File: src/rtl/vic_regbank_pkg.sv
// Shared definitions for the VIC configuration register bank: default
// geometry, control-register bit positions and the commit FSM encoding.
package vic_regbank_pkg;

    localparam int DEF_NUM_REGS = 32;
    localparam int DEF_DATA_W   = 4;
    localparam int DEF_ADDR_W   = 5;
    localparam int DEF_CTRL_IDX = 31;

    localparam int CTRL_EN_BIT   = 0;
    localparam int CTRL_LOCK_BIT = 1;

    typedef enum logic [1:0] {
        ST_IDLE  = 2'd0,
        ST_ARMED = 2'd1,
        ST_COPY  = 2'd2
    } commit_state_e;

endpackage

File: src/rtl/vic_regbank_commit_fsm.sv
// Commit sequencer: arms on a commit request, waits for the frame-sync
// strobe, then issues a single-cycle copy enable for the active bank.
module vic_commit_fsm
    import vic_regbank_pkg::*;
(
    input  logic clk,
    input  logic rst_n,
    input  logic i_commit,
    input  logic i_vsync,
    output logic copy_en,
    output logic pending
);

    commit_state_e state;
    commit_state_e state_next;

    // State register; reset aborts any commit in flight.
    always_ff @(posedge clk or negedge rst_n) begin
        // NOTE: sequential state uses <= so every flop samples pre-edge values.
        if (!rst_n) state <= ST_IDLE;
        else        state <= state_next;
    end

    // Next-state and Moore outputs; vsync in IDLE is ignored, commits in ARMED are absorbed.
    always_comb begin
        // NOTE: defaults first so no path leaves an output unassigned (no latch).
        state_next = state;
        copy_en    = 1'b0;
        pending    = 1'b0;
        case (state)
            ST_IDLE: begin
                if (i_commit) state_next = ST_ARMED;
            end
            ST_ARMED: begin
                pending = 1'b1;
                if (i_vsync) state_next = ST_COPY;
            end
            ST_COPY: begin
                copy_en    = 1'b1;
                state_next = ST_IDLE;
            end
            default: state_next = ST_IDLE;
        endcase
    end

endmodule

File: src/rtl/vic_regbank.sv
// Double-buffered VIC configuration bank: host writes land in the shadow
// bank and are copied to the active bank at a frame boundary after a commit.
// The control register is single-buffered so enable/lock act immediately.
module vic_regbank
    import vic_regbank_pkg::*;
#(
    parameter int NUM_REGS = DEF_NUM_REGS,
    parameter int DATA_W   = DEF_DATA_W,
    parameter int ADDR_W   = DEF_ADDR_W,
    parameter int CTRL_IDX = DEF_CTRL_IDX
) (
    input  logic                       clk,
    input  logic                       rst_n,
    input  logic [ADDR_W-1:0]          i_VIC_regaddr,
    input  logic [DATA_W-1:0]          i_VIC_data,
    input  logic                       i_VIC_we,
    input  logic                       i_VIC_re,
    input  logic                       i_rbank,
    input  logic                       i_commit,
    input  logic                       i_vsync,
    output logic [DATA_W-1:0]          o_VIC_data,
    output logic                       o_rvalid,
    output logic                       o_err,
    output logic                       o_commit_pending,
    output logic                       o_enable,
    output logic [NUM_REGS*DATA_W-1:0] o_buffer
);

    localparam int IDX_W = $clog2(NUM_REGS);
    localparam logic [ADDR_W:0]  NUM_REGS_A = (ADDR_W + 1)'(NUM_REGS);
    localparam logic [IDX_W-1:0] CTRL_SEL   = IDX_W'(CTRL_IDX);

    logic [DATA_W-1:0] shadow [NUM_REGS];
    logic [DATA_W-1:0] active [NUM_REGS];

    logic [IDX_W-1:0]  idx;
    logic              in_range;
    logic              is_ctrl;
    logic              locked;
    logic              wr_ok;
    logic              rd_req;
    logic              err_next;
    logic [DATA_W-1:0] rd_word;
    logic              copy_en;

    assign idx      = i_VIC_regaddr[IDX_W-1:0];
    assign in_range = {1'b0, i_VIC_regaddr} < NUM_REGS_A;
    assign is_ctrl  = (idx == CTRL_SEL);
    assign locked   = active[CTRL_IDX][CTRL_LOCK_BIT];
    assign rd_req   = i_VIC_re && !i_VIC_we;
    // The control register stays writable while locked so the lock can be released.
    assign wr_ok    = i_VIC_we && in_range && (is_ctrl || !locked);

    vic_commit_fsm u_commit_fsm (
        .clk      (clk),
        .rst_n    (rst_n),
        .i_commit (i_commit),
        .i_vsync  (i_vsync),
        .copy_en  (copy_en),
        .pending  (o_commit_pending)
    );

    // Access decode: error classification and the selected read word.
    always_comb begin
        err_next = 1'b0;
        rd_word  = '0;
        if (i_VIC_we) err_next = !in_range || (!is_ctrl && locked);
        else if (i_VIC_re) err_next = !in_range;
        if (in_range) rd_word = i_rbank ? active[idx] : shadow[idx];
    end

    // Shadow bank: accepted host writes land here (control included).
    always_ff @(posedge clk or negedge rst_n) begin
        // NOTE: the banks are cleared on reset because o_buffer must read 0 out of reset.
        if (!rst_n) begin
            for (int i = 0; i < NUM_REGS; i++) shadow[i] <= '0;
        end else if (wr_ok) begin
            shadow[idx] <= i_VIC_data;
        end
    end

    // Active bank: bulk copy from shadow on commit, control written directly.
    always_ff @(posedge clk or negedge rst_n) begin
        if (!rst_n) begin
            for (int i = 0; i < NUM_REGS; i++) active[i] <= '0;
        end else begin
            if (copy_en) begin
                for (int i = 0; i < NUM_REGS; i++) begin
                    if (i != CTRL_IDX) active[i] <= shadow[i];
                end
            end
            if (wr_ok && is_ctrl) active[CTRL_IDX] <= i_VIC_data;
        end
    end

    // Registered read port: data holds between reads, valid/err are pulses.
    always_ff @(posedge clk or negedge rst_n) begin
        if (!rst_n) begin
            o_VIC_data <= '0;
            o_rvalid   <= 1'b0;
            o_err      <= 1'b0;
        end else begin
            o_rvalid <= rd_req;
            o_err    <= err_next;
            if (rd_req) o_VIC_data <= rd_word;
        end
    end

    assign o_enable = active[CTRL_IDX][CTRL_EN_BIT];

    for (genvar g = 0; g < NUM_REGS; g++) begin : g_flat
        assign o_buffer[DATA_W*g +: DATA_W] = active[g];
    end

endmodule
File: config.mk
export PLATFORM = sky130hd
export DESIGN_NAME = vic_regbank
export DESIGN_NICKNAME = d
export VERILOG_FILES = /design/src/rtl/vic_regbank_pkg.sv /design/src/rtl/vic_regbank_commit_fsm.sv /design/src/rtl/vic_regbank.sv
export SDC_FILE = /design/constraint.sdc
export NUM_CORES = 1
export LEC_CHECK = 0
export CORE_MARGIN = 2
export CORE_UTILIZATION = 30
export DETAILED_ROUTE_END_ITERATION = 8
export GPL_ROUTABILITY_DRIVEN = 0
export SLEW_MARGIN = 30
export SYNTH_ARGS = -nofsm -noshare
export SYNTH_HDL_FRONTEND = slang
export SYNTH_HIERARCHICAL = 1
export SYNTH_SLANG_ARGS = --single-unit
File: constraint.sdc
create_clock -name clk -period 6.32 [get_ports clk]
set_clock_uncertainty 0.2 [all_clocks]
set_input_delay 1.264 -clock clk [delete_from_list [all_inputs] [get_ports clk]]
set_output_delay 1.264 -clock clk [all_outputs]
set_load 0.02 [all_outputs]
### After elaboration in Yosys (flattened, before gate mapping)

Cells that the tools add are included.

* $add $sub $neg: 0
* multipliers: 0
* divide/modulo/power cells: 0
* magnitude comparators: 2
* equality and inequality tests: 5
* shifts and indexed selects: 0
* muxes and demuxes: 16
* bitwise logic cells: 1
* reduce and logical (&&, ||, !) cells: 11

Operators by type and width (number)
* 128-bit bitwise mux: 1
* 4-bit binary-select mux with 5-bit select: 2
* 4-bit two-way mux: 6
* 4-bit demux with 5-bit select: 1
* 6-bit greater-or-equal comparator (second input constant): 1
* 6-bit by 1-bit < comparator with 1-bit output (second input constant): 1
* 5-bit NOT with 6-bit output: 1
* 5-bit equality test (second input constant): 1
* 1-bit logical AND: 5
* 2-bit two-way mux: 2
* 2-bit != test (second input constant): 2
* 2-bit case mux with 2 select lines: 1
* 1-bit zero test: 3
* 1-bit two-way mux: 3
* 2-bit by 1-bit equality test with 1-bit output (second input constant): 1
* 2-bit equality test (second input constant): 1
* 2-bit zero test: 1
* 2-bit AND reduction: 1
* 1-bit logical OR: 1

* register bits after elaboration: 264
* latch bits: 0
* memory bits (writable): 0
* bits in read-only memories: 0
* bits of input ports: 16
* output and inout port bits: 136
* logic and storage cells: 103
* memories: 0

### Logic depth before layout (Yosys ltp)

* depth in word-level cells: 6
* mapped depth: 9
* depth with buffers taken out: 5

### Hierarchy

Netlist, hierarchy kept.

Modules (own cells, without submodules)
* vic_regbank: instances 1, cells each 792, area each 12036.5 µm², sequential area each 6556.3 µm²
* vic_commit_fsm: instances 1, cells each 7, area each 90.1 µm², sequential area each 50.0 µm²

### Worst setup path before layout

OpenSTA, ideal clock, no wires.

* path type: input to register
* start: input i_VIC_regaddr[0]
* end: register shadow[23] in the netlist's numbering
* setup time: 125 ps
* arrival time: 2682 ps
* data required time: 5995 ps
* slack: 3314 ps
* stages on the path: 6
* path buffers: 3
* cell sequence: buf_6 -> buf_6 -> buf_4 -> or3_1 -> nor2_1 -> mux2_2

* cells in the longest elaborated chain, start to end: 6
* elaborated cells on any way between the ends: 10
* those cells by class: order compare: 2; eq/ne: 1; mux: 3; bitwise: 1; reduce/logical: 3

Ends and longest elaborated chain
* from (decl): line vic_regbank.sv:14 `input logic [ADDR_W-1:0] i_VIC_regaddr,`
* 5-bit NOT with 6-bit output (not written as such): line vic_regbank.sv:78 `shadow[idx] <= i_VIC_data;`
* 6-bit greater-or-equal comparator (not written as such) or 6-bit by 1-bit < comparator with 1-bit output (tied branches): line vic_regbank.sv:78
* 1-bit logical AND (not written as such): line vic_regbank.sv:78
* 4-bit two-way mux (not written as such): line vic_regbank.sv:78
* 4-bit demux with 5-bit select: line vic_regbank.sv:78
* 128-bit bitwise mux: line vic_regbank.sv:78
* to (signal, indexed assignment): line vic_regbank.sv:78
* to (decl): line vic_regbank.sv:33 `logic [DATA_W-1:0] shadow [NUM_REGS];`

Parallel ways exist; a longest one is shown, timed or not.
A chain may end at the register's enable or synchronous reset.

### Final worst setup path

* start: input i_VIC_regaddr[4]
* end: register shadow[112] in the netlist's numbering

Same word-level chain as after synthesis.

==> flow_metrics.tcl <==
set metrics [dict create \
    top_cells_by_area_in_the_synthesized_netlist "sky130_fd_sc_hd__dfrtp_1, sky130_fd_sc_hd__mux2_2, sky130_fd_sc_hd__mux4_2" \
    layoutNonFillerInstCount 1489 \
    count_of_flip_flops_with_a_built_in_enable_after_synthesis 0 \
    syn_area_per_cell_um2 15.18 \
    cp.arrival_ns 4.03 \
    worst_ir_drop_vdd_v 0.0001941 \
    initial_utilization_pct 30.45 \
    fillerInstances 3835 \
    syn2layout_area_growth_pct 25.55 \
    fin_tns_setup_ns 0 \
    met2WireLength_um 16720 \
    critPathRequiredTime_ns 6.56 \
    grt.overflow.total 0 \
    cts_root_buf "sky130_fd_sc_hd__clkbuf_16" \
    power_density_nw_per_um2 410.0 \
    placed_cells 1432 \
    drv.max_cap_violation_count 0 \
    max-slew-margin-rel_pct 38.28 \
    routed_wirelength_um 35760 \
    yosys_most_used_dff "sky130_fd_sc_hd__dfrtp_1" \
    critical_path.n_buffers_inverters 1 \
    crit_path_end_kind "flop" \
    finalHoldWorstSlack_ns 0.3013 \
    highest_clock_rate_ghz 0.2642 \
    layout_min_cycle_time_ns 3.785 \
    coreArea_um2 39820 \
    critical_path_class "in -> reg" \
    tritoncts.num_buffers 31 \
    hold_viol 0 \
    postCtsHoldBufs 0 \
    clock_tree.htree_level_count 1 \
    vias_in_the_first_global_route 7937 \
    setup-violations-final 0 \
    rsz0062_at_grt "false" \
    synth-async-reset-ratio_pct 100.0 \
    ys_ff_latch 264 \
    crit_fanout 18 \
    detail_route.wirelength.met1_um 16350 \
    die-width_um 205.1 \
    detailedPlacementHpwl_um 24910 \
    vias_per_cell 5.158 \
    antenna_cells 0 \
    drv_slew 0 \
    met3WireLength_um 2054 \
    synth_nets 815 \
    grt_max_degree 155 \
    clkLatencyLatePin_ns 0.56 \
    critical_path.slowest_cell "sky130_fd_sc_hd__clkdlybuf4s50_1" \
    share_of_layout_cells_above_drive_strength_1_pct 39.94 \
    ant_nets 0 \
    worst_path_largest_cell_delay_ns 0.96 \
    area_enclosed_by_the_die_boundary_um2 42050 \
    rows 73 \
    post_drt_wl_per_cell_um 24.02 \
    post-cts-setup-buffers 0 \
    syn_area_um2 12130 \
    power.static_leakage_nw 6.762 \
    synth_largest_area_cell "sky130_fd_sc_hd__dfrtp_1" \
    grt_antenna_before_repair 1 \
    clock_tree_buffer_depth 3 \
    detail_route.first_pass.iterations 5 \
    timing.critical_path.max_delay_family "simple AND/OR/NAND/NOR gates" \
    clock_transition_at_the_registers_of_the_reported_paths_ns 0.06 \
    syn-instance-count 799 \
    synth.distinct_cells 53 \
    nNetsFinal 957 \
    dr.max_layer_used "met5" \
    worst-slew-pin-transition_ns 0.9258 \
    total_power_mw 6.242 \
    dr.first_iter.drc_count 482 \
    synth_top_area_share_pct 54.48 \
    die_h_um 205.1 \
    status "complete, no violations" \
    crit_path_cell_trace "clkdlybuf4s50_1 > and3_1 > o2111ai_2 > nor4_2 > mux2_2" \
    period_share_pct 59.90 \
    port_buffers 151 \
    tritoncts "yes" \
    grt_first_pass_wirelength_um 53630 \
    remaining_drc_errors 0 \
    worst_setup_path_start_kind "input pin" \
    sequential_cell_area_um2 6606 \
    cts.repair.resized 0 \
    gr-usage-all-layers_pct 17.11 \
    multi_input_comb_area_um2 5230 \
    synthesis.yosys.warnings 6 \
    vias 7681 \
    min-delay-path-class "reg -> reg" \
    synth_seq_area_share_pct 54.48 \
    clock_sink_count 264 \
    design.portCount 152 \
]
## worst register-to-register path, stage by stage, from the launching register on
cell and delay, ns:
sky130_fd_sc_hd__dfrtp_1 0.40, sky130_fd_sc_hd__and2b_4 0.83, sky130_fd_sc_hd__buf_6 0.67, sky130_fd_sc_hd__mux2_2 0.46
## cell usage in the layout, fill, tap and decap left out, drive strengths merged, types with 2 or more instances in the layout
| cell | Yosys | routed |
|---|---|---|
| and3 | 2 | 2 |
| nand4 | 5 | 5 |
| a32oi | 2 | 2 |
| nor3 | 9 | 9 |
| o21ai | 3 | 3 |
| mux4 | 51 | 51 |
| clkbuf | 29 | 46 |
| and2 | 2 | 2 |
| a211oi | 4 | 4 |
| or3 | 2 | 2 |
| nand2b | 2 | 2 |
| inv | 4 | 5 |
| clkinvlp | 0 | 4 |
| clkdlybuf4s50 | 0 | 147 |
| nor2b | 8 | 8 |
| dfrtp | 264 | 264 |
| nand4b | 2 | 2 |
| mux2 | 256 | 256 |
| o22ai | 9 | 9 |
| nand4bb | 2 | 2 |
| nand3 | 5 | 5 |
| o221a | 2 | 2 |
| a22oi | 14 | 14 |
| and3b | 2 | 2 |
| nor2 | 21 | 21 |
| nand2 | 24 | 24 |
| nor3b | 2 | 2 |
| a2111oi | 2 | 2 |
| and2b | 2 | 2 |
| clkinv | 0 | 4 |
| buf | 25 | 16 |
| mux2i | 30 | 30 |
| nand3b | 2 | 2 |
## cell families after synthesis
logic type             Yosys count  share of synthesized area [%]
AO/OA/AOI/OAI                   43                          2.755
multiplexers                   337                          35.81
buffers and inverters           58                          2.404
AND/OR/NAND/NOR                 97                          4.550
flip-flops                     264                          54.48
## where the power goes
part	total, mW	internal, mW	switching, mW
combinational	1.96	1.02	0.936
sequential	2.47	2.10	0.364
clock	1.82	1.10	0.719
## per-layer routing
layer	vias to the layer above	GRT usage [%]
met5	-	0
met4	2	3.006
met3	50	3.532
met2	224	27.08
met1	4106	24.50
li1	3299	-
## Yosys cell counts, drive strengths merged (2+ instances only)
master and number:
dfrtp 264, mux2 256, mux4 51, mux2i 30, clkbuf 29, buf 25, nand2 24, nor2 21
a22oi 14, nor3 9, o22ai 9, nor2b 8, nand3 5, nand4 5, a211oi 4, inv 4
o21ai 3, a2111oi 2, a32oi 2, and2 2, and2b 2, and3 2, and3b 2, nand2b 2
nand3b 2, nand4b 2, nand4bb 2, nor3b 2, o221a 2, or3 2
## stage by stage
| stage | util, % | setup WS, ns | area [um^2] |
|---|---|---|---|
| 2_1_floorplan | - | 3.314 | 12130 |
| 3_3_place_gp | 35.49 | 2.144 | 14130 |
| 3_5_place_dp | 35.49 | 2.010 | 14130 |
| 4_1_cts | 38.15 | 2.609 | 15190 |
| 5_1_grt | 38.23 | 2.481 | 15220 |
| 6_report | 38.23 | 2.535 | 15220 |
## registers in the layout, summed over array words and instances (netlist names)
name	cells
o_err	1
o_VIC_data	4
o_rvalid	1
shadow	128
o_buffer	128
u_commit_fsm/state	2
## worst paths after layout
check | startpoint | end | slack (ns) | cells after the start
worst min-delay path | u_commit_fsm/state[0] | u_commit_fsm/state[0] | 0.30 | 1
worst max register to register | u_commit_fsm/state[0] | o_buffer[32] | 3.64 | 3
min in group asynchronous | rst_n | shadow[84] | 0.37 | 1
worst min register to register | u_commit_fsm/state[0] | u_commit_fsm/state[0] | 0.30 | 1
worst max-delay path | i_VIC_regaddr[4] | shadow[112] | 2.53 | 5
max in group asynchronous | rst_n | o_buffer[104] | 4.44 | 2
## layout make-up
class | instances | area share [%]
clock buffers | 46 | 6.386
clock inverters | 10 | 0.5835
inverters | 4 | 0.09862
multi-input cells | 477 | 34.35
flip-flops and latches | 264 | 43.39
well taps | 525 | 4.315
repair buffers | 163 | 10.87
Note: power is estimated with default switching activity, not from simulation.
